===== config.mk =====
export PLATFORM = sky130hd
export DESIGN_NAME = alu_cmd_issuer
export DESIGN_NICKNAME = d
export VERILOG_FILES = /design/src/rtl/alu_cmd_issuer.sv
export SDC_FILE = /design/constraint.sdc
export NUM_CORES = 1
export LEC_CHECK = 0
export ABC_AREA = 1
export BUFFER_PORTS_ARGS = -buffer_cell sky130_fd_sc_hd__buf_2
export CORE_AREA = 2 2 79 81
export DETAILED_ROUTE_END_ITERATION = 10
export DIE_AREA = 0 0 81 83
export GPL_TIMING_DRIVEN = 0
export PLACE_DENSITY = 0.83
export RECOVER_POWER = 25
export SLEW_MARGIN = 20
export SYNTH_ARGS = -nofsm -noshare
export SYNTH_HDL_FRONTEND = slang
export SYNTH_SLANG_ARGS = --single-unit

===== constraint.sdc =====
create_clock -name clk -period 2.9 [get_ports clk]
set_input_delay 0.58 -clock clk [delete_from_list [all_inputs] [get_ports clk]]
set_output_delay 0.58 -clock clk [all_outputs]
set_load 0.005 [all_outputs]

===== src/rtl/alu_cmd_issuer.sv =====
// alu_cmd_issuer: clocked, back-pressurable front-end for the combinational
// 4-bit ALU. Commands are buffered in a small FIFO and issued one at a time as
// registered operands. Each ALU result is captured with an error flag and
// returned over a valid/ready response channel.
module alu_cmd_issuer #(
  parameter int DEPTH = 4,
  localparam int CW = $clog2(DEPTH) + 1
) (
  input  logic          clk,
  input  logic          rst_n,
  input  logic          cmd_valid,
  output logic          cmd_ready,
  input  logic [3:0]    cmd_opcode,
  input  logic [3:0]    cmd_in1,
  input  logic [3:0]    cmd_in2,
  output logic [3:0]    alu_in1,
  output logic [3:0]    alu_in2,
  output logic [3:0]    alu_opcode,
  input  logic [4:0]    alu_out,
  output logic          rsp_valid,
  input  logic          rsp_ready,
  output logic [4:0]    rsp_data,
  output logic [3:0]    rsp_opcode,
  output logic          rsp_err,
  output logic          busy,
  output logic [CW-1:0] count
);

  localparam int AW = $clog2(DEPTH);
  localparam logic [CW-1:0] FULL_CNT = CW'(DEPTH);

  typedef enum logic [1:0] {IDLE, ISSUE, RESP} state_t;

  state_t        state;
  state_t        state_next;
  logic [11:0]   fifo_mem [DEPTH];
  logic [AW-1:0] rd_ptr;
  logic [AW-1:0] wr_ptr;
  logic [11:0]   head;
  logic          push;
  logic          pop;
  logic          fifo_empty;
  logic          issue_err;

  // Opcodes 0111..1111 are illegal, and a remainder by zero has no
  // meaningful result; both are reported as errors with data 0.
  function automatic logic is_err(input logic [3:0] op, input logic [3:0] in2);
    return (op > 4'd6) || ((op == 4'd3) && (in2 == 4'd0));
  endfunction

  // cmd_ready depends only on the registered count, so a pop in the same
  // cycle never opens the FIFO for a push until the following cycle.
  assign fifo_empty = (count == '0);
  assign cmd_ready  = (count != FULL_CNT);
  assign push       = cmd_valid && cmd_ready;
  assign head       = fifo_mem[rd_ptr];
  assign busy       = !fifo_empty || (state != IDLE);
  assign issue_err  = is_err(alu_opcode, alu_in2);

  // Next-state logic and pop decision for the issue sequencer.
  always_comb begin
    state_next = state;
    pop        = 1'b0;
    case (state)
      IDLE: begin
        if (!fifo_empty) begin
          pop        = 1'b1;
          state_next = ISSUE;
        end
      end
      ISSUE: state_next = RESP;
      RESP: begin
        if (rsp_ready) begin
          if (!fifo_empty) begin
            pop        = 1'b1;
            state_next = ISSUE;
          end else begin
            state_next = IDLE;
          end
        end
      end
      default: state_next = IDLE;
    endcase
  end

  // Sequencer state register.
  always_ff @(posedge clk or negedge rst_n) begin
    if (!rst_n) state <= IDLE;
    else        state <= state_next;
  end

  // FIFO storage; contents are don't-care while the entry is not occupied.
  always_ff @(posedge clk) begin
    if (push) fifo_mem[wr_ptr] <= {cmd_opcode, cmd_in1, cmd_in2};
  end

  // FIFO pointers and occupancy; push and pop together leave count unchanged.
  always_ff @(posedge clk or negedge rst_n) begin
    if (!rst_n) begin
      wr_ptr <= '0;
      rd_ptr <= '0;
      count  <= '0;
    end else begin
      if (push) wr_ptr <= wr_ptr + AW'(1);
      if (pop)  rd_ptr <= rd_ptr + AW'(1);
      case ({push, pop})
        2'b10:   count <= count + CW'(1);
        2'b01:   count <= count - CW'(1);
        default: count <= count;
      endcase
    end
  end

  // Stage 0 -> 1: load the FIFO head into the registered ALU operands.
  always_ff @(posedge clk or negedge rst_n) begin
    if (!rst_n) begin
      alu_in1    <= '0;
      alu_in2    <= '0;
      alu_opcode <= 4'b1111;
    end else if (pop) begin
      alu_opcode <= head[11:8];
      alu_in1    <= head[7:4];
      alu_in2    <= head[3:0];
    end
  end

  // Stage 1 -> 2: capture the ALU result and hold it until it is accepted.
  always_ff @(posedge clk or negedge rst_n) begin
    if (!rst_n) begin
      rsp_valid  <= 1'b0;
      rsp_data   <= '0;
      rsp_opcode <= '0;
      rsp_err    <= 1'b0;
    end else if (state == ISSUE) begin
      rsp_valid  <= 1'b1;
      rsp_opcode <= alu_opcode;
      rsp_err    <= issue_err;
      rsp_data   <= issue_err ? 5'd0 : alu_out;
    end else if ((state == RESP) && rsp_ready) begin
      rsp_valid  <= 1'b0;
    end
  end

endmodule


==> impl_metrics.ini <==
[sta]
fmax_ghz = 0.458
maxSlewViolCount = 0
fin_skew_ps = 10.1
tightest_slew_ps = 1100
period_share_pct = 75.3
rsz0062_at_grt = no
tns_ps = 0
setup_viol = 0
hold_violations = 0
finalCriticalPeriod_ps = 2180
slew_headroom_pct = 26.5

[yosys]
syn_area_mm2 = 0.00352
ys_ff_latch = 80
synthFlopType = edfxtp_1
ys_types = 26
netlist_instances = 358
yosysSeqAreaShare_pct = 63.9
synth_edf_count = 48
syn_nets = 385
yosysWarnings = 0
async_flop_share_pct = 40.0
syn_area_per_cell_um2 = 9.82

[layout]
seq_area_mm2 = 0.00225
fin_nets = 444
area_growth_pct = 13.6
instances_no_fill = 497
n_antenna_cell = 0
num-fill-cells = 467
final_util_pct = 68.7
multi_input_area_um2 = 990
drive_gt1_share_pct = 17.8

[setup_path]
worstSetupPathType = reg -> reg
cp_data_required_time_ps = 3170
max_stage_delay_ps = 440
regToRegStartpoint = count[0]
cp.arrival_ps = 2450
reg2reg_depth = 11
crit_buf_inv = 3
rrSetupSlack_ps = 720
crit_path_start_kind = register
cpMostUsedCell = nand2_1
r2r-end = count[2]
path_max_fanout = 10
crit_chain = inv_1, nand3b_1, nand2_4, clkinv_4, buf_6, ha_1, fa_1, nand2_1, nand2_1, nor2_1, xor2_1
cp-end-kind = register
crit_family = adder cells
cp_slowest_cell = dfrtp_1

[floorplan]
start_util_pct = 60.5
core-area_mm2 = 0.00582
die_h_um = 83
die_x_um = 81
rows = 28
pin_count = 49
die_area_mm2 = 0.00672

[cts]
cts.clk_slew.worst_paths_ps = 80
clkLatencyLatePin_ps = 340
cts_tree = yes
cts_setup_buffers = 0
clk_path_buf_depth = 2
numCtsBuffers = 9
hold_buffers = 0
htreeDepth = 3
cts-resized-gates = 0
cts_sinks = 80
root_buffer = clkbuf_8

[pwr]
clkPwrFrac_pct = 15.8
switching_share_pct = 38.3
p_leak_nw = 1.93
internal_power_w = 0.00259
ir_drop_mv = 0.490
power.share.sequential_pct = 43.1
p_switching_w = 0.00161
power.density_mw_per_mm2 = 1050
pwr-share-comb_pct = 41.0

[grt]
grt.total_usage_pct = 21.1
grt_pass1_vias = 2289
grt_pass1_wl_mm = 10.6
grt.overflow.total = 0
grt_start_max_net_pins = 33
antenna_found_initial = 0

[route]
drc = 0
firstDrtPassIters = 5
first_iter_violations = 111
avgViaCountPerCell = 4.79
wl_mm = 6.48
ant_nets = 0
via_count = 2381
wl_per_cell_um = 13.0

[worst_hold_path]
hp-class = in -> async

[place]
io_buffers = 48
dp_cells = 481
dp_hpwl_mm = 4.36
gp_congestion = 0.770

[job]
drv_cap = 0

[status]
outcome = finished clean
## metal layers
metal,track usage [%],vias up,wire (um)
li1,-,1223,-
met1,26.7,1082,2740
met2,34.3,66,3310
met3,3.37,10,305
met4,11.6,0,118
met5,0,-,0
## flip-flops by register name, indices dropped and copies added (netlist names)
| register | cells |
|---|---|
| rd_ptr | 2 |
| fifo_mem | 48 |
| rsp_err | 1 |
| rsp_opcode | 4 |
| rsp_valid | 1 |
| state | 2 |
| alu_opcode | 4 |
| rsp_data | 5 |
| wr_ptr | 2 |
| alu_in2 | 4 |
| count | 3 |
| alu_in1 | 4 |
## worst max-delay path by stage
stage,from,to,depth (start not counted)
6_report,count[0],count[2],11
5_1_grt,count[0],count[2],11
3_3_place_gp,rsp_ready,count[2],12
2_1_floorplan,rsp_ready,count[2],11
4_1_cts,count[0],fifo_mem[3][11],4
3_5_place_dp,rsp_ready,count[2],12
## metrics by stage
stage          area (um^2)  total power [W]  worst slack [ps]  hold slack [ps]
6_report              3990          0.00419               717              272
2_1_floorplan         3520          0.00300               918              284
3_3_place_gp          3850          0.00346               705              449
3_5_place_dp          3850          0.00355               612              468
4_1_cts               4000          0.00422               690              283
5_1_grt               3990          0.00456               527              339
## kinds of logic after synthesis
family / count (synthesis) / synth area share (%)
DFF: 80 / 63.9
and+or+nand+nor: 196 / 23.0
adders and majority gates: 6 / 2.35
AOI/OAI and AO/OA: 10 / 1.60
xor gates and xnor gates: 4 / 0.997
buffers and inverters: 62 / 8.15
## cell usage after synthesis, types with 2 or more instances
library cell  count  share of area, %
a21oi_1           3              0.43
or2_2             5              0.89
o21ai_0           3              0.43
o21ai_1           2              0.28
buf_2             3              0.43
buf_4             4              0.85
inv_1            48               5.1
edfxtp_1         48                41
or2_0             7               1.2
ha_1              5               1.8
buf_6             4               1.3
nor2_1           46               4.9
nand2_1         116                12
inv_2             2              0.21
dfstp_2           4               3.0
nand3_1          19               2.7
dfrtp_1          28                20
xor2_1            2              0.50
xnor2_1           2              0.50
## power by group through the flow
stage                     registers, W  clock network (W)  logic [W]
after floorplan                0.00181                  0    0.00119
after global placement         0.00181                  0    0.00165
after detailed placement       0.00183                  0    0.00172
after CTS                      0.00181           0.000686    0.00173
after global routing           0.00184           0.000731    0.00199
final                          0.00181           0.000664    0.00172
## placed cells by master (no fill, tap or decap), drive strengths merged, types with 5 or more instances in the layout
cell	synthesis	routed
nand3	19	19
inv	50	50
or2	12	12
dfrtp	28	28
edfxtp	48	48
buf	11	47
nor2	47	47
o21ai	5	5
nand2	117	117
ha	5	5
clkbuf	0	26
## final cells by class
cell class	instances	share of cell area, %
flip-flops and latches	80	56.3
repair buffers	48	5.64
clock inverters	2	0.219
well taps	75	2.35
inverters	51	4.92
multi-input cells	216	24.8
clock buffers	14	3.57
plain buffers	11	2.26
Power figures use the tool's default switching activity.
